$ cat src/rtl/registr_decode.sv
// registr_decode: sequential restoring divider that unpacks a multiply-add
// result word Y = A*B + C into quotient A and remainder C, one quotient bit
// per clock, behind a start/busy/done handshake.
module registr_decode #(
    parameter int WIDTH_IN = 16
) (
    input  logic                clk,
    input  logic                rst_n,
    input  logic [WIDTH_IN-1:0] DATA_IN,
    input  logic [7:0]          B,
    input  logic                start,
    output logic                busy,
    output logic                done,
    output logic [WIDTH_IN-1:0] A,
    output logic [7:0]          C,
    output logic                err,
    output logic                ovf
);

    localparam int CW = $clog2(WIDTH_IN);

    typedef enum logic [1:0] {
        IDLE,
        CALC,
        DONE
    } state_t;

    state_t state, state_next;

    // Dividend and quotient share one shift register: each step consumes the
    // MSB as the next dividend bit and shifts the new quotient bit into the
    // LSB, so after WIDTH_IN steps the register holds the full quotient.
    logic [WIDTH_IN-1:0] work;
    logic [WIDTH_IN-1:0] work_next;
    logic [7:0]          divisor;
    // Partial remainder. Between steps it is always below the divisor, so its
    // ninth bit is zero and only exists inside the trial value.
    logic [7:0]          rem;
    logic [7:0]          rem_next;
    logic [8:0]          trial;
    logic                qbit;
    logic [CW-1:0]       cnt;

    // State register
    always_ff @(posedge clk) begin
        if (!rst_n) begin
            state <= IDLE;
        end else begin
            state <= state_next;
        end
    end

    // Next-state logic
    always_comb begin
        state_next = state;
        case (state)
            IDLE: begin
                if (start) begin
                    state_next = (B == 8'd0) ? DONE : CALC;
                end
            end
            CALC: begin
                if (cnt == '0) begin
                    state_next = DONE;
                end
            end
            DONE: begin
                state_next = IDLE;
            end
            default: begin
                state_next = IDLE;
            end
        endcase
    end

    // One restoring-division step
    always_comb begin
        trial    = {rem, work[WIDTH_IN-1]};
        qbit     = 1'b0;
        rem_next = trial[7:0];
        if (trial >= {1'b0, divisor}) begin
            qbit     = 1'b1;
            rem_next = 8'(trial - {1'b0, divisor});
        end
        work_next = {work[WIDTH_IN-2:0], qbit};
    end

    // Datapath registers and result latching on DONE entry
    always_ff @(posedge clk) begin
        if (!rst_n) begin
            work    <= '0;
            divisor <= '0;
            rem     <= '0;
            cnt     <= '0;
            A       <= '0;
            C       <= '0;
            err     <= 1'b0;
            ovf     <= 1'b0;
        end else begin
            case (state)
                IDLE: begin
                    if (start) begin
                        work    <= DATA_IN;
                        divisor <= B;
                        rem     <= '0;
                        cnt     <= CW'(WIDTH_IN - 1);
                        if (B == 8'd0) begin
                            A   <= '1;
                            C   <= DATA_IN[7:0];
                            err <= 1'b1;
                            ovf <= 1'b1;
                        end
                    end
                end
                CALC: begin
                    work <= work_next;
                    rem  <= rem_next;
                    cnt  <= cnt - 1'b1;
                    if (cnt == '0) begin
                        A   <= work_next;
                        C   <= rem_next;
                        err <= 1'b0;
                        ovf <= |work_next[WIDTH_IN-1:8];
                    end
                end
                default: begin
                end
            endcase
        end
    end

    // Handshake outputs come straight from the state register
    always_comb begin
        busy = (state != IDLE);
        done = (state == DONE);
    end

endmodule
$ cat config.mk
export PLATFORM = sky130hd
export DESIGN_NAME = registr_decode
export DESIGN_NICKNAME = d
export VERILOG_FILES = /design/src/rtl/registr_decode.sv
export SDC_FILE = /design/constraint.sdc
export NUM_CORES = 1
export LEC_CHECK = 0
export ABC_CLOCK_PERIOD_IN_PS = 3260
export CORE_MARGIN = 1.5
export CORE_UTILIZATION = 57
export DETAILED_ROUTE_END_ITERATION = 6
export GPL_ROUTABILITY_DRIVEN = 0
export HOLD_SLACK_MARGIN = 0.02
export PLACE_DENSITY_LB_ADDON = 0.1
export SLEW_MARGIN = 25
export SYNTH_ARGS = -nofsm -noshare
export SYNTH_HDL_FRONTEND = slang
export SYNTH_SLANG_ARGS = --single-unit
$ cat constraint.sdc
create_clock -name clk -period 3.26 [get_ports clk]
set_input_delay 0.652 -clock clk [delete_from_list [all_inputs] [get_ports clk]]
set_output_delay 0.652 -clock clk [all_outputs]
set_load 0.03 [all_outputs]
==> results.md, run 1 <==
* PwrDens at 577.3 nW/um^2
* Post-cts resize count at 0
* Critical path data required time at 3500 ps
* Effective utilization at floorplan at 59.93%
* # Post-CTS Setup Buffers at 0
* PortBufs at 54
* Final std cells w/o fill at 505
* Top fanout value on the critical path at 15
* # diodes at 0
* Total number of nets in the final design at 467
* Critical Path Start Type: input port
* Number of search-and-repair iterations in the first detailed-routing pass at 4
* Highest achievable clock rate at 408.5 MHz
* Fraction of power consumed by sequential logic at 40.7%
* Die Span Y at 76.98 microns
* Via count of the first global-routing pass at 2,782
* Overall routed net length at 7876 microns
* Biggest area consumer among synthesized cells: sky130_fd_sc_hd__dfxtp_1
* DP Cell Count at 488
* Count of different cell masters after synthesis at 51
* Share of flip-flops with an asynchronous set or reset after synthesis at 0%
* Seq/Total Area, Yosys at 41.08%
* Full die area at 5925 sq um
* Cell Int Power at 1.516 mW
* Most frequent cells after synthesis: 64 x sky130_fd_sc_hd__dfxtp_1, 63 x sky130_fd_sc_hd__nand2_1, 27 x sky130_fd_sc_hd__nor2_1
* Per-instance average area after synthesis at 8.123 sq um
* Tcrit/Tclk final at 75.10%
* GRT Overall Usage at 27.53%
* Cell with the most instances after synthesis: sky130_fd_sc_hd__dfxtp_1
* DR vias/cell at 5.925
* Total count of hold-check failures in the final report at 0
* Fraction of post-synthesis cell area in the top cell type by area at 41.08%
* Cell row count at 26
* Ranking of synthesized cells by area: sky130_fd_sc_hd__dfxtp_1 41%, sky130_fd_sc_hd__nand2_1 7.6%, sky130_fd_sc_hd__a31oi_1 4.4%, sky130_fd_sc_hd__nor3b_1 3.9%, sky130_fd_sc_hd__ha_1 3.6%
* Reported leakage power at 1.491 nW
* Clock buffer depth at 2
* Crit Path Category: in2reg
* CTS H-Tree Depth at 3
* Reg clk slew, reported paths at 70 ps
* Die Wd at 76.98 microns
* Sinks on the clock net at 64
* Nets in the synthesized netlist at 421
* Number of buffers created by CTS at 9
* CTS tree: yes
* Transition at the pin with the smallest max-transition slack at 680.8 ps
* HP Class: reg2reg
* Comb power frac at 28.4%
* Main flop type after synthesis: sky130_fd_sc_hd__dfxtp_1
* I/O Pins at 55
* Cells along the critical path: clkdlybuf4s50_1 -> nor4_2 -> nand3_1 -> a21oi_2 -> buf_4 -> nor2_1 -> nor3b_1
* Number of violations of the max-capacitance limit at 0
* Critical path data arrival time at 2690 ps
* Clock Tree Root: sky130_fd_sc_hd__clkbuf_8
* Post-route DRC at 0
* Pin count of the biggest net entering global routing at 66
* Violation count after the first detailed-route iteration at 193
* CTS hold repair buffers at 0
* Number of flops mapped to enable cells by yosys at 0
* Maximum cell stage delay along the critical path at 440 ps
* Switching share of power at 32.79%
* Latest clock arrival within the worst-skew pair at 340 ps
* Sum of overflow across all layers after global routing at 0
* Final setup violation count at 0
* Max transition margin at 54.50%
* Setup TNS at 0 ps
* Area added between synthesis and finish at 25.27%
* Layout Skew at 7.175 ps
* Max Transition Viols Final at 0
* Gate count after technology mapping at 384
* First-pass GRT wire length at 12,990 microns
* Synth Register Bits at 64
* Post-route minimum period at 2448 ps
* Worst supply voltage drop on vdd at 0.3145 mV
* HPWL after detailed placement at 5300 microns
* Slowest cell on the critical path: sky130_fd_sc_hd__clkdlybuf4s50_1
* Number of fill cells at 425
* Outcome: finished, final reports clean
* Layout cells sized above 1 at 7.356%
* Synthesized cell area at 3119 sq um
* Antenna violations before repair at 0
* Residual antenna-violating net count after detailed routing at 0
* Core area at 5205 sq um
* Net Switching at 0.7398 mW
* Type of element capturing the critical path: flop
* RSZ-0062 raised after global routing: no
* Via count of the routed design at 2,992
* Average detailed-routed wire length per instance at 15.60 microns
* Yosys synthesis warning count at 0
* Proportion of power drawn by the clock network at 30.8%
[metal layers]
layer	vias up	GRT usage (%)	part of all wire, %
met5	-	0	0
met2	120	44.69	47
li1	1443	-	-
met1	1416	36.13	45
met4	0	8.727	1.4
met3	13	6.667	7.0
[worst max-delay path: cells and delay by family]
kind / cells / cell delay, ps
buffers and inverters: 2 / 730
AO/OA/AOI/OAI: 1 / 370
AND/OR/NAND/NOR: 4 / 940
[power groups by stage]
stage | clock network, mW | logic, mW | registers (mW)
2_1_floorplan | 0 | 0.407 | 0.969
3_3_place_gp | 0 | 0.602 | 0.931
3_5_place_dp | 0 | 0.618 | 0.933
4_1_cts | 0.703 | 0.625 | 0.916
5_1_grt | 0.738 | 0.695 | 0.928
6_report | 0.696 | 0.641 | 0.919
[placed cells by master, fill, tap and decap left out, types with 3 or more instances in the layout]
| cell | count |
|---|---|
| sky130_fd_sc_hd__a21boi_0 | 8 |
| sky130_fd_sc_hd__a21boi_1 | 5 |
| sky130_fd_sc_hd__a21o_1 | 3 |
| sky130_fd_sc_hd__a21oi_1 | 16 |
| sky130_fd_sc_hd__a31oi_1 | 22 |
| sky130_fd_sc_hd__and2_1 | 4 |
| sky130_fd_sc_hd__buf_4 | 7 |
| sky130_fd_sc_hd__clkbuf_8 | 11 |
| sky130_fd_sc_hd__clkdlybuf4s50_1 | 54 |
| sky130_fd_sc_hd__dfxtp_1 | 64 |
| sky130_fd_sc_hd__ha_1 | 9 |
| sky130_fd_sc_hd__inv_1 | 14 |
| sky130_fd_sc_hd__nand2_1 | 63 |
| sky130_fd_sc_hd__nand2b_1 | 3 |
| sky130_fd_sc_hd__nand3_1 | 9 |
| sky130_fd_sc_hd__nor2_1 | 27 |
| sky130_fd_sc_hd__nor2b_1 | 5 |
| sky130_fd_sc_hd__nor3_1 | 18 |
| sky130_fd_sc_hd__nor3b_1 | 16 |
| sky130_fd_sc_hd__nor4_1 | 5 |
| sky130_fd_sc_hd__o211a_1 | 5 |
| sky130_fd_sc_hd__o21a_1 | 3 |
| sky130_fd_sc_hd__o21ai_0 | 21 |
| sky130_fd_sc_hd__xnor2_1 | 3 |
[kinds of logic (layout without fill, tap and decap cells)]
group | Yosys count | after routing | synth area share, %
AND/OR/NAND/NOR | 164 | 164 | 25.91
buffers and inverters | 41 | 92 | 5.576
flip-flops | 64 | 64 | 41.08
AO/OA/AOI/OAI | 100 | 100 | 21.70
multiplexers | 1 | 1 | 0.3610
adder cells (fa/ha/maj) | 10 | 10 | 4.252
XOR/XNOR | 4 | 4 | 1.123
[path summary, 6_finish.rpt]
check             startpoint          to  slack (ps)  cells past startpoint
setup / recovery        B[4]       A[13]         810                      7
setup reg to reg  divisor[6]      rem[0]         920                      8
hold / removal    divisor[3]  divisor[3]         470                      2
hold reg to reg   divisor[3]  divisor[3]         470                      2
[per-stage QoR]
step / cell area (sq um) / setup WS (ps) / hold WS [ps] / utilization, % / power (mW)
floorplan: 3119 / 1271 / 443.5 / - / 1.376
global placement: 3681 / 662.9 / 454.3 / 70.72 / 1.533
detailed placement: 3681 / 565.7 / 458.3 / 70.72 / 1.550
CTS: 3880 / 840.0 / 467.7 / 74.54 / 2.244
global route: 3908 / 659.1 / 494.8 / 75.07 / 2.360
finish: 3908 / 811.9 / 468.1 / 75.07 / 2.256
[area by class of cell]
type	count	area [sq um]	share of cell area, %
clock buffer	13	158.9	4.067
tap	70	87.58	2.241
inverter	14	52.55	1.345
clock inverter	3	40.04	1.025
multi-input combinational	279	1667	42.65
sequential	64	1281	32.79
timing repair buffer	62	620.6	15.88
[sequential cells by signal, indices dropped and copies added (netlist names)]
signal	flops
C	8
A	16
divisor	8
ovf	1
err	1
work	16
rem	8
state	2
cnt	4
Note: power is estimated with default switching activity, not from simulation.
==> inputs of run 2 (changes only) <==
Settings changed: ABC_CLOCK_PERIOD_IN_PS 3260 to 2300, CORE_UTILIZATION 57 to 53.
Clock period 3.26 ns to 2.3 ns, I/O delays scaled along.
==> run 2 against run 1 <==
Die area up 7.2%. Worst setup slack worse by 680 ps. Non-clock buffer count up 10. Flip-flop and latch count unchanged. Core utilization down 3.9 points. Critical path type is now reg2reg. Final cell count up 2.4%. Critical endpoint is now C[5].
==> results.md, run 2 (synthesis gave the netlist of run 1 again) <==
* Outcome: finished, final reports clean (unchanged)
* Area of the multi-input gates at 1697 sq um (was 1667 sq um)
* I/O Pins at 55 (unchanged)
* Transition at the pin with the smallest max-transition slack at 503.6 ps (was 680.8 ps)
* # Post-CTS Setup Buffers at 0 (unchanged)
* Fin Hold WS at 472.4 ps (was 468.1 ps)
* Registers with the highest flip-flop counts: A: 16 flops, work: 16 flops (unchanged)
* Crit-path leading delay family: compound AO/OA/AOI/OAI gates (was simple AND/OR/NAND/NOR gates)
* Max transition margin at 66.43% (was 54.50%)
* Comb power frac at 30.3% (was 28.4%)
* Cell row count at 27 (was 26)
* Latest clock arrival within the worst-skew pair at 330 ps (was 340 ps)
* Reg area at 1281 sq um (unchanged)
* Clock buffer depth at 2 (unchanged)
* Overall routed net length at 7627 microns (was 7876 microns)
* Reported leakage power at 1.538 nW (was 1.491 nW)
* Number of search-and-repair iterations in the first detailed-routing pass at 5 (was 4)
* Critical Path Start Type: flop (was input port)
* Top fanout value on the critical path at 4 (was 15)
* Via count of the first global-routing pass at 2,684 (was 2,782)
* Via count of the routed design at 2,914 (was 2,992)
* Full die area at 6354 sq um (was 5925 sq um)
* Effective utilization at floorplan at 55.62% (was 59.93%)
* Die Wd at 79.72 microns (was 76.98 microns)
* Area added between synthesis and finish at 27.88% (was 25.27%)
* Layout cells sized above 1 at 10.56% (was 7.356%)
* Wire length the detailed router placed on met1 at 3463 microns (was 3511 microns)
* Slowest cell on the critical path: sky130_fd_sc_hd__a2111oi_2 (was sky130_fd_sc_hd__clkdlybuf4s50_1)
* Final setup violation count at 0 (unchanged)
* Fraction of power consumed by sequential logic at 41.2% (was 40.7%)
* Total count of hold-check failures in the final report at 0 (unchanged)
* Met3 WL post-DR at 443 microns (was 555 microns)
* Crit Path Category: reg2reg (was in2reg)
* HP Class: reg2reg (unchanged)
* HPWL after detailed placement at 5271 microns (was 5300 microns)
* DR vias/cell at 5.636 (was 5.925)
* Cell Int Power at 2.122 mW (was 1.516 mW)
* CTS tree: yes (unchanged)
* Reg clk slew, reported paths at 60 ps (was 70 ps)
* Clock Tree Root: sky130_fd_sc_hd__clkbuf_8 (unchanged)
* Post-place setup slack at -30.01 ps (was 565.7 ps)
* Switching share of power at 32.55% (was 32.79%)
* # diodes at 0 (unchanged)
* Sinks on the clock net at 64 (unchanged)
* Most frequent cells in the layout: 64 x sky130_fd_sc_hd__dfxtp_1, 63 x sky130_fd_sc_hd__nand2_1, 54 x sky130_fd_sc_hd__clkdlybuf4s50_1 (unchanged)
* Average detailed-routed wire length per instance at 14.75 microns (was 15.60 microns)
* Number of violations of the max-capacitance limit at 0 (unchanged)
* GRT Overall Usage at 25.31% (was 27.53%)
* Highest achievable clock rate at 461.4 MHz
* Worst-case setup margin in the final layout at 132.8 ps (was 811.9 ps)
* Number of fill cells at 475 (was 425)
* Max Transition Viols Final at 0 (unchanged)
* Total number of nets in the final design at 477 (was 467)
* Post-route minimum period at 2167 ps
* Pin count of the biggest net entering global routing at 66 (unchanged)
* Worst supply voltage drop on vdd at 0.4485 mV (was 0.3145 mV)
* Critical path data required time at 2570 ps (was 3500 ps)
* Type of element capturing the critical path: flop (unchanged)
* Core area at 5608 sq um (was 5205 sq um)
* Met2 Routed Length at 3628 microns (was 3699 microns)
* First-pass GRT wire length at 12,510 microns (was 12,990 microns)
* Residual antenna-violating net count after detailed routing at 0 (unchanged)
* CTS H-Tree Depth at 3 (unchanged)
* Antenna violations before repair at 0 (unchanged)
* Number of buffers created by CTS at 9 (unchanged)
* Violation count after the first detailed-route iteration at 213 (was 193)
* PwrDens at 788.8 nW/um^2 (was 577.3 nW/um^2)
* PortBufs at 54 (unchanged)
* Maximum cell stage delay along the critical path at 410 ps (was 440 ps)
* Sum of overflow across all layers after global routing at 0 (unchanged)
* Critical path buffers and inverters at 1 (was 2)
* Net Switching at 1.024 mW (was 0.7398 mW)
* Tcrit/Tclk final at 94.23%
* Highest routing layer actually used: met4 (unchanged)
* Most frequent standard cell in the layout excluding fill and tap cells: sky130_fd_sc_hd__dfxtp_1 (unchanged)
* Cells along the critical path: inv_1 -> ha_1 -> a21o_1 -> a21boi_2 -> o21ai_1 -> a2111oi_2 -> a31o_1 -> o221a_1 (was clkdlybuf4s50_1 -> nor4_2 -> nand3_1 -> a21oi_2 -> buf_4 -> nor2_1 -> nor3b_1)
* Post-route DRC at 0 (unchanged)
* Die Span Y at 79.72 microns (was 76.98 microns)
* Critical path data arrival time at 2440 ps (was 2690 ps)
* Layout Skew at 6.291 ps (was 7.175 ps)
* CTS hold repair buffers at 0 (unchanged)
* Proportion of power drawn by the clock network at 28.5% (was 30.8%)
* RSZ-0062 raised after global routing: no (unchanged)
## run 2: stage by stage
step                instances  TNS [ps]  instance area, sq um  total power [mW]  util, %
floorplan                 384         0                  3119             1.951        -
global placement          501         0                  3779             2.211    67.38
detailed placement        501    -180.8                  3779             2.230    67.38
CTS                       517         0                  3959             3.130    70.59
global route              517         0                  3989             3.307    71.13
finish                    517         0                  3989             3.146    71.13
## run 2: layer usage
metal / up-vias / track usage, %
met1: 1345 / 32.95
met2: 97 / 41.69
li1: 1463 / -
met3: 9 / 5.371
met5: - / 0
met4: 0 / 8.070
## run 2: final timing paths
check,startpoint,end,slack (ps),cells past startpoint
setup reg to reg,divisor[6],C[5],130,8
hold reg to reg,divisor[6],divisor[6],470,2
hold / removal,divisor[6],divisor[6],470,2
setup / recovery,divisor[6],C[5],130,8
## run 2: final cells by class
cell class | instances | share of cell area [%]
Sequential cell | 64 | 32.12
Inverter | 14 | 1.317
Tap cell | 72 | 2.258
Clock inverter | 4 | 1.129
Timing Repair Buffer | 72 | 17.25
Multi-Input combinational cell | 279 | 42.53
Clock buffer | 12 | 3.388
## run 2: power by group through the flow
stage	Sequential, mW	Clock [mW]	Combinational, mW
after global placement	1.32	0	0.895
after CTS	1.30	0.913	0.921
final	1.30	0.896	0.953
after global routing	1.31	0.957	1.04
after floorplan	1.37	0	0.578
after detailed placement	1.32	0	0.911
## run 2: what timing repair did
item,in CTS,in global routing
resized for setup,0,6
endpoints found under the hold margin,0,0
endpoints found under the setup margin,0,2
## run 2: tightest hold or removal path: stages (launching register included)
cell and delay [ps]:
sky130_fd_sc_hd__dfxtp_1 310, sky130_fd_sc_hd__nand2_1 50, sky130_fd_sc_hd__a21boi_0 60
